### src/rtl/spi_pwm_ctrl_n.sv
// -----------------------------------------------------------------------------
// spi_pwm_ctrl_n
// SPI-configured multi-channel PWM controller with register read-back.
//
// A mode-0 SPI slave writes and reads an 8-bit register file. The registers
// drive NUM_CH PWM channels that share one prescaled 8-bit period counter.
// Each channel has per-channel output and PWM enables. Its duty cycle is
// double-buffered so that a new duty only takes effect at a period boundary.
//
// Ports:
//   clk        system clock
//   rst        synchronous active-high reset
//   sclk       SPI clock (asynchronous, mode 0, at most clk/4)
//   copi       SPI data in (asynchronous)
//   ncs        SPI chip select, active low (asynchronous)
//   cipo       SPI read data, MSB first, driven during the data byte
//   cipo_oe    high while the synchronised ncs is low
//   out        channel outputs, registered
//   frame_err  one-cycle pulse on an aborted or over-length frame
// -----------------------------------------------------------------------------
module spi_pwm_ctrl_n #(
    parameter int         NUM_CH       = 16,
    parameter int         SYNC_STAGES  = 2,
    parameter logic [7:0] PRESCALE_RST = 8'h00
) (
    input  logic              clk,
    input  logic              rst,
    input  logic              sclk,
    input  logic              copi,
    input  logic              ncs,
    output logic              cipo,
    output logic              cipo_oe,
    output logic [NUM_CH-1:0] out,
    output logic              frame_err
);
    localparam int NUM_BYTES = NUM_CH / 8;
    localparam int LAST      = SYNC_STAGES - 1;

    typedef enum logic [1:0] {IDLE, ADDR, DATA, DONE} spi_state_t;

    // ---------------- input synchronisers ----------------
    // The ncs chain resets to 0 (selected). If reset lands mid-frame, this
    // means no ncs fall is seen afterwards, so the frame is dropped silently.
    logic [SYNC_STAGES-1:0] sclk_sync_reg, copi_sync_reg, ncs_sync_reg;

    always_ff @(posedge clk) begin
        if (rst) begin
            sclk_sync_reg <= '0;
            copi_sync_reg <= '0;
            ncs_sync_reg  <= '0;
        end else begin
            sclk_sync_reg <= {sclk_sync_reg[SYNC_STAGES-2:0], sclk};
            copi_sync_reg <= {copi_sync_reg[SYNC_STAGES-2:0], copi};
            ncs_sync_reg  <= {ncs_sync_reg[SYNC_STAGES-2:0], ncs};
        end
    end

    logic sclk_rise, sclk_fall, ncs_rise, ncs_fall, copi_bit;
    assign sclk_rise = sclk_sync_reg[LAST-1] & ~sclk_sync_reg[LAST];
    assign sclk_fall = ~sclk_sync_reg[LAST-1] & sclk_sync_reg[LAST];
    assign ncs_rise  = ncs_sync_reg[LAST-1] & ~ncs_sync_reg[LAST];
    assign ncs_fall  = ~ncs_sync_reg[LAST-1] & ncs_sync_reg[LAST];
    // copi is held stable around the sclk rise, so the oldest stage is safe to use.
    assign copi_bit  = copi_sync_reg[LAST];

    // ---------------- SPI frame FSM ----------------
    spi_state_t  state_reg;
    logic [4:0]  bit_cnt_reg;
    logic [15:0] shift_reg;
    logic [7:0]  rd_shift_reg;
    logic        cipo_reg, cipo_oe_reg, frame_err_reg;
    logic [15:0] shift_next;
    logic [6:0]  rd_addr;
    logic [7:0]  rd_data;
    logic        wr_commit;
    logic [6:0]  waddr;
    logic [7:0]  wdata;

    assign shift_next = {shift_reg[14:0], copi_bit};
    // On the 8th rising edge the address byte completes with the bit arriving now.
    assign rd_addr    = {shift_reg[5:0], copi_bit};
    assign waddr      = shift_reg[14:8];
    assign wdata      = shift_reg[7:0];
    assign wr_commit  = ncs_rise && (state_reg == DONE) && (bit_cnt_reg == 5'd16)
                        && shift_reg[15];

    always_ff @(posedge clk) begin
        if (rst) begin
            state_reg     <= IDLE;
            bit_cnt_reg   <= '0;
            shift_reg     <= '0;
            rd_shift_reg  <= '0;
            cipo_reg      <= 1'b0;
            cipo_oe_reg   <= 1'b0;
            frame_err_reg <= 1'b0;
        end else begin
            frame_err_reg <= 1'b0;
            cipo_oe_reg   <= ~ncs_sync_reg[LAST];
            if (ncs_rise) begin
                // A short frame is flagged. A complete one is committed via wr_commit.
                if (state_reg != IDLE && !(state_reg == DONE && bit_cnt_reg == 5'd16))
                    frame_err_reg <= 1'b1;
                state_reg <= IDLE;
                cipo_reg  <= 1'b0;
            end else begin
                case (state_reg)
                    IDLE: begin
                        if (ncs_fall) begin
                            state_reg   <= ADDR;
                            bit_cnt_reg <= '0;
                        end
                    end
                    ADDR: begin
                        if (sclk_rise) begin
                            shift_reg   <= shift_next;
                            bit_cnt_reg <= bit_cnt_reg + 5'd1;
                            if (bit_cnt_reg == 5'd7) begin
                                state_reg    <= DATA;
                                rd_shift_reg <= rd_data;
                            end
                        end
                    end
                    DATA: begin
                        if (sclk_rise) begin
                            shift_reg   <= shift_next;
                            bit_cnt_reg <= bit_cnt_reg + 5'd1;
                            if (bit_cnt_reg == 5'd15) begin
                                state_reg <= DONE;
                                cipo_reg  <= 1'b0;
                            end
                        end else if (sclk_fall) begin
                            cipo_reg     <= rd_shift_reg[7];
                            rd_shift_reg <= {rd_shift_reg[6:0], 1'b0};
                        end
                    end
                    DONE: begin
                        // A 17th rising edge kills the frame. The later ncs rise is then silent.
                        if (sclk_rise) begin
                            frame_err_reg <= 1'b1;
                            state_reg     <= IDLE;
                        end
                    end
                    default: state_reg <= IDLE;
                endcase
            end
        end
    end

    assign cipo      = cipo_reg;
    assign cipo_oe   = cipo_oe_reg;
    assign frame_err = frame_err_reg;

    // ---------------- prescaler and period counter ----------------
    logic [7:0] prescale_reg, presc_cnt_reg, per_cnt_reg;
    logic       tick, wrap;

    assign tick = (presc_cnt_reg == prescale_reg);
    assign wrap = tick && (per_cnt_reg == 8'hFF);

    always_ff @(posedge clk) begin
        if (rst) begin
            prescale_reg  <= PRESCALE_RST;
            presc_cnt_reg <= '0;
            per_cnt_reg   <= '0;
        end else begin
            if (wr_commit && waddr == 7'h08) begin
                prescale_reg  <= wdata;
                presc_cnt_reg <= '0;
            end else if (tick) begin
                presc_cnt_reg <= '0;
            end else begin
                presc_cnt_reg <= presc_cnt_reg + 8'd1;
            end
            if (tick)
                per_cnt_reg <= per_cnt_reg + 8'd1;
        end
    end

    // ---------------- register bank and channels ----------------
    logic [NUM_CH-1:0] en_out, en_pwm;
    logic [7:0]        duty_sh [NUM_CH];
    genvar gi;

    generate
        for (gi = 0; gi < NUM_BYTES; gi++) begin : g_byte
            logic [7:0] en_out_b_reg, en_pwm_b_reg;
            always_ff @(posedge clk) begin
                if (rst) begin
                    en_out_b_reg <= '0;
                    en_pwm_b_reg <= '0;
                end else if (wr_commit) begin
                    if (waddr == 7'(gi))     en_out_b_reg <= wdata;
                    if (waddr == 7'(4 + gi)) en_pwm_b_reg <= wdata;
                end
            end
            assign en_out[gi*8 +: 8] = en_out_b_reg;
            assign en_pwm[gi*8 +: 8] = en_pwm_b_reg;
        end

        for (gi = 0; gi < NUM_CH; gi++) begin : g_ch
            logic [7:0] duty_sh_reg, duty_act_reg, duty_sh_next;
            logic       pwm, out_reg;

            // The active duty loads the post-commit shadow value. A write that
            // coincides with the wrap is therefore picked up at that wrap.
            assign duty_sh_next = (wr_commit && waddr == 7'(16 + gi)) ? wdata : duty_sh_reg;
            assign pwm          = (per_cnt_reg < duty_act_reg) | (duty_act_reg == 8'hFF);

            always_ff @(posedge clk) begin
                if (rst) begin
                    duty_sh_reg  <= '0;
                    duty_act_reg <= '0;
                    out_reg      <= 1'b0;
                end else begin
                    duty_sh_reg <= duty_sh_next;
                    if (wrap)
                        duty_act_reg <= duty_sh_next;
                    out_reg <= en_out[gi] & (en_pwm[gi] ? pwm : 1'b1);
                end
            end

            assign duty_sh[gi] = duty_sh_reg;
            assign out[gi]     = out_reg;
        end
    endgenerate

    // Read mux. The enables are zero-padded so bytes beyond NUM_CH read 0x00.
    logic [31:0] en_out_pad, en_pwm_pad;
    assign en_out_pad = 32'(en_out);
    assign en_pwm_pad = 32'(en_pwm);

    always_comb begin
        rd_data = 8'h00;
        if (rd_addr[6:2] == 5'd0) begin
            rd_data = en_out_pad[{rd_addr[1:0], 3'b000} +: 8];
        end else if (rd_addr[6:2] == 5'd1) begin
            rd_data = en_pwm_pad[{rd_addr[1:0], 3'b000} +: 8];
        end else if (rd_addr == 7'h08) begin
            rd_data = prescale_reg;
        end else begin
            for (int i = 0; i < NUM_CH; i++)
                if (rd_addr == 7'(16 + i))
                    rd_data = duty_sh[i];
        end
    end

endmodule

### config.mk
export PLATFORM = sky130hd
export DESIGN_NAME = spi_pwm_ctrl_n
export DESIGN_NICKNAME = d
export VERILOG_FILES = /design/src/rtl/spi_pwm_ctrl_n.sv
export SDC_FILE = /design/constraint.sdc
export NUM_CORES = 1
export LEC_CHECK = 0
export CELL_PAD_IN_SITES_DETAIL_PLACEMENT = 0
export CELL_PAD_IN_SITES_GLOBAL_PLACEMENT = 1
export CORE_MARGIN = 5
export CORE_UTILIZATION = 40
export CTS_BUF_LIST = sky130_fd_sc_hd__clkbuf_2
export CTS_CLUSTER_DIAMETER = 150
export CTS_CLUSTER_SIZE = 28
export DETAILED_ROUTE_END_ITERATION = 16
export GPL_TIMING_DRIVEN = 1
export MAX_ROUTING_LAYER = met4
export PLACE_DENSITY_LB_ADDON = 0.1
export REMOVE_ABC_BUFFERS = 1
export SLEW_MARGIN = 25
export SYNTH_ARGS = -nofsm -noshare
export SYNTH_HDL_FRONTEND = slang
export SYNTH_SLANG_ARGS = --single-unit
### constraint.sdc
create_clock -name clk -period 2.4 [get_ports clk]
set_clock_uncertainty 0.2 [all_clocks]
set_input_delay 0.36 -clock clk [delete_from_list [all_inputs] [get_ports clk]]
set_output_delay 0.36 -clock clk [all_outputs]
set_load 0.01 [all_outputs]
==> impl.org <==
** Power and ir drop
- LEAKAGE :: between 7 and 8 nW
- In this run the power density over the cells is ~390 nW/um^2.
- Highest ir drop seen on vdd :: ~350 uV
- Total power :: between 8 and 9 mW

** Critical path
- Crit Path Class :: reg2reg
- Data on the critical path is required at its endpoint by ~3.2 ns.
- Along the worst path, the maximum fanout reaches 8.
- At the worst endpoint, the arrival time is between 3 and 4 ns.
- STA classifies the critical path startpoint as a flip-flop.
- STA classifies the critical path endpoint as a flip-flop.

** CTS
- Clock insertion delay at the later pin of the skew report :: 1.05 ns
- Count of H-tree levels built during CTS :: 1
- Clock tree from TritonCTS :: built
- After clock tree synthesis, the clock-pin slew on the worst setup and hold paths is approximately 0.54 ns.
- Inserted Clock Buffers :: 17
- The root buffer cell chosen for the clock tree is sky130_fd_sc_hd__clkbuf_2.
- Max Buffers Root-to-Sink :: 3
- Number of clock sinks :: 368

** Detailed routing
- In the detailed route, the total length drawn on met3 is approximately 3400 microns.
- The first routing iteration left 1,263 violations.
- The detail route stage leaves a number of antenna-violating nets equal to 0.
- WL per Instance :: approximately 23 microns
- For this block, wires on met1 add up to between 30,000 and 40,000 microns.
- Routed signal wires occupy layers up through met4.
- The pre-antenna-repair detailed-routing pass consisted of 5 iterations.
- Wire segments on met2 add up to 29,010 microns in the final route.
- The routed design has ~65,000 microns of wire.
- Drt drc :: 0
- Summing over every cut layer, the via total after detailed routing is ~16,000.
- DR vias/cell :: ~5.6

** Finish
- Ratio of cells with drive above 1 in the final layout :: 0.2424
- Filler instances :: 4,462
- Relative to the synthesized area, the layout overhead comes to 23.92%.
- Multi-input logic area :: approximately 12,000 sq um
- The sequential cells in the finished layout cover a total of 7400 sq um.
- In the final design database the tool counted 2,392 nets.

** Floorplan
- Height of the die :: 225.6 microns
- After floorplanning, the core was sized to cover 46,260 sq um.
- IO Pins :: 24
- The initial utilization of the core area, before any placement, comes to 0.4018.
- Width of the die :: 225.6 microns
- The initialized floorplan defines 79 standard-cell rows.
- DIE AREA :: between 50,000 and 60,000 sq um

** Synthesis
- Library cell with the largest summed area after synthesis :: sky130_fd_sc_hd__dfxtp_1
- Sequential share of the synthesized area :: 0.3964
- Count of synthesis-stage warnings from yosys :: 0
- Number of unique standard cell types used by synthesis :: between 70 and 80
- Instance count of the mapped netlist :: around 2,100
- Fraction of registers with async set or reset after synthesis :: 0
- #FFs+latches synth :: ~370
- Cell types with the largest area share after synthesis :: sky130_fd_sc_hd__dfxtp_1, sky130_fd_sc_hd__ha_1, sky130_fd_sc_hd__mux2i_1
- The mapped netlist covers ~19,000 sq um.
- Commonest register cell after synthesis :: sky130_fd_sc_hd__dfxtp_1
- Portion of synthesized cell area occupied by the leading cell type :: 0.3964
- In this run, synthesis inferred 0 flip-flops with an integrated enable.
- Averaged over all synthesized cells, the footprint is 8.776 sq um.

** Placement
- The congestion estimate from routability-driven global placement came to about 0.97.
- Placed wire-length estimate :: 48,750 microns
- Input and output buffers added on the ports amount to 23.

** Timing
- The final number of hold-violating endpoints is 0.
- Final max-slew violation count :: 0
- Final setup violating endpoints :: 162
- Final total negative setup slack :: -12.40 ns
- Dividing the final minimum period by the clock period gives 1.070.
- Worst slew pin tran :: between 0.8 and 0.9 ns
- The routed design could run at a clock period as short as 2.569 ns.
- Timing would allow up to 389.3 MHz.
- Setup repair after global routing could not meet its margin everywhere.
- Worst slew margin relative to its limit :: 0.4476
- After layout, the worst setup slack is -0.1690 ns.

** GRT
- GRT Resource Usage Total :: 0.2562
- Summed over all layers, the global routing overflow is 0.
- Antenna violations before repair :: 2
- First-pass GRT wire length :: between 90,000 and 100,000 microns
- Via count of the first global-routing pass :: 15,390
- Entering global routing, the biggest net connects around 150 pins.

** Worst hold path
- In this run the worst hold path is classified as in2reg.

** Flow run
- Number of maximum-capacitance constraint violations :: 0

** Run status
- The checks that failed: negative setup slack.
- Status :: complete, but fails checks
-- placed cells by master, fill, tap and decap left out, types with 9 or more instances in the layout --
cell type                       Yosys  final
sky130_fd_sc_hd__o21ai_0           75     70
sky130_fd_sc_hd__clkbuf_2           0     20
sky130_fd_sc_hd__or4_1             19     18
sky130_fd_sc_hd__nor2_1           326    319
sky130_fd_sc_hd__buf_4             23    201
sky130_fd_sc_hd__nand2_1          120    109
sky130_fd_sc_hd__mux2i_4            0     74
sky130_fd_sc_hd__nand2b_1          25     24
sky130_fd_sc_hd__mux4_2            10     10
sky130_fd_sc_hd__xor2_1            10     10
sky130_fd_sc_hd__nand3_1           56     54
sky130_fd_sc_hd__a31oi_1           24     24
sky130_fd_sc_hd__inv_1            125    124
sky130_fd_sc_hd__a21oi_1          114    107
sky130_fd_sc_hd__a211oi_1         127     96
sky130_fd_sc_hd__ha_1             122    120
sky130_fd_sc_hd__a211oi_2           8     39
sky130_fd_sc_hd__xnor2_1           14     14
sky130_fd_sc_hd__buf_6              2     16
sky130_fd_sc_hd__buf_12             0     31
sky130_fd_sc_hd__mux2i_1          149     53
sky130_fd_sc_hd__nor4_1            20     19
sky130_fd_sc_hd__mux2i_2            0     22
sky130_fd_sc_hd__mux2_2            18     18
sky130_fd_sc_hd__nor3_1            13      9
sky130_fd_sc_hd__dfxtp_1          368    352
sky130_fd_sc_hd__nand4_1           45     45
sky130_fd_sc_hd__nor2b_1           36     34
sky130_fd_sc_hd__dfxtp_2            0     11
sky130_fd_sc_hd__o221ai_1          18     17
sky130_fd_sc_hd__dlygate4sd2_1      0     10
-- layout make-up --
cell class,instances,share of cell area
diodes,2,0.0002173
clock buffers,18,0.003911
clock inverters,1,0.001304
inverters,127,0.02070
multi-input cells,1468,0.5031
flip-flops and latches,368,0.3213
well taps,607,0.03297
repair buffers,283,0.1165
-- report_power, final --
| group | internal, mW | switching [mW] |
|---|---|---|
| registers | 6.20 | 0.0134 |
| logic | 0.210 | 0.339 |
| clock network | 0.219 | 1.96 |
-- stage by stage --
stage	utilization	hold WS [ns]	setup WS (ns)	std cells	instance area, sq um
final	0.4979	0.1410	-0.1690	2874	23030
after floorplan	-	0.2138	-3.917	1963	17860
after detailed placement	0.4527	0.2614	-0.1977	2826	20940
after global routing	0.4979	0.05974	-0.2751	2874	23030
after CTS	0.4739	0.02988	-0.2013	2856	21920
after global placement	0.4527	0.2487	-0.2036	2826	20940
-- logic make-up after synthesis --
group,Yosys count,synth area share
and+or+nand+nor,713,0.1886
adders and majority gates,122,0.08213
AOI/OAI and AO/OA,432,0.1534
xor gates and xnor gates,24,0.01131
buffers and inverters,282,0.06496
muxes,177,0.1033
DFF,368,0.3964
-- worst max-delay path: stages, from the launching register on --
cell                       delay, ns
sky130_fd_sc_hd__dfxtp_2        0.44
sky130_fd_sc_hd__inv_2          0.06
sky130_fd_sc_hd__ha_4           0.11
sky130_fd_sc_hd__and4b_2        0.27
sky130_fd_sc_hd__nand4_4        0.17
sky130_fd_sc_hd__or3b_4         0.52
sky130_fd_sc_hd__buf_12         0.17
sky130_fd_sc_hd__nor2_8         0.21
sky130_fd_sc_hd__mux2i_2        0.28
sky130_fd_sc_hd__a211oi_1       0.10
-- what timing repair did --
item / 4_1_cts / 5_1_grt
gates cloned: 0 / 1
hold buffers: 5 / 0
resized for setup: 189 / 191
endpoints found under the setup margin: 307 / 296
pin swaps: 93 / 49
setup buffers: 7 / 22
hold endpoints to repair: 366 / 0
-- synthesized netlist by cell type (all sizes together), types with 3 or more instances --
cell / instances
a211o: 3
a211oi: 135
a21oi: 114
a221oi: 3
a22oi: 5
a2bb2oi: 3
a311oi: 4
a31oi: 24
a32oi: 3
and2: 4
and3: 7
buf: 70
clkbuf: 85
dfxtp: 368
ha: 122
inv: 125
mux2: 18
mux2i: 149
mux4: 10
nand2: 120
nand2b: 25
nand3: 57
nand3b: 3
nand4: 46
nor2: 336
nor2b: 36
nor3: 14
nor3b: 7
nor4: 20
nor4b: 6
nor4bb: 3
o2111ai: 4
o211ai: 5
o21ai: 75
o221ai: 18
o22ai: 10
or2: 3
or3b: 3
or4: 19
xnor2: 14
xor2: 10
-- worst paths after layout --
path	start	endpoint	slack, ns	depth (start not counted)
setup reg to reg	bit_cnt_reg[0]	g_ch[11].duty_act_reg[5]	-0.17	9
hold / removal	sclk	sclk_sync_reg[0]	0.14	3
hold reg to reg	copi_sync_reg[0]	copi_sync_reg[1]	0.24	1
setup / recovery	bit_cnt_reg[0]	g_ch[11].duty_act_reg[5]	-0.17	9
-- metal layers --
layer	GRT usage	vias to the layer above
li1	-	7785
met1	0.3557	7775
met2	0.3922	362
met3	0.03921	81
met4	0.06853	0
met5	-	-
Note: power is estimated with default switching activity, not from simulation.
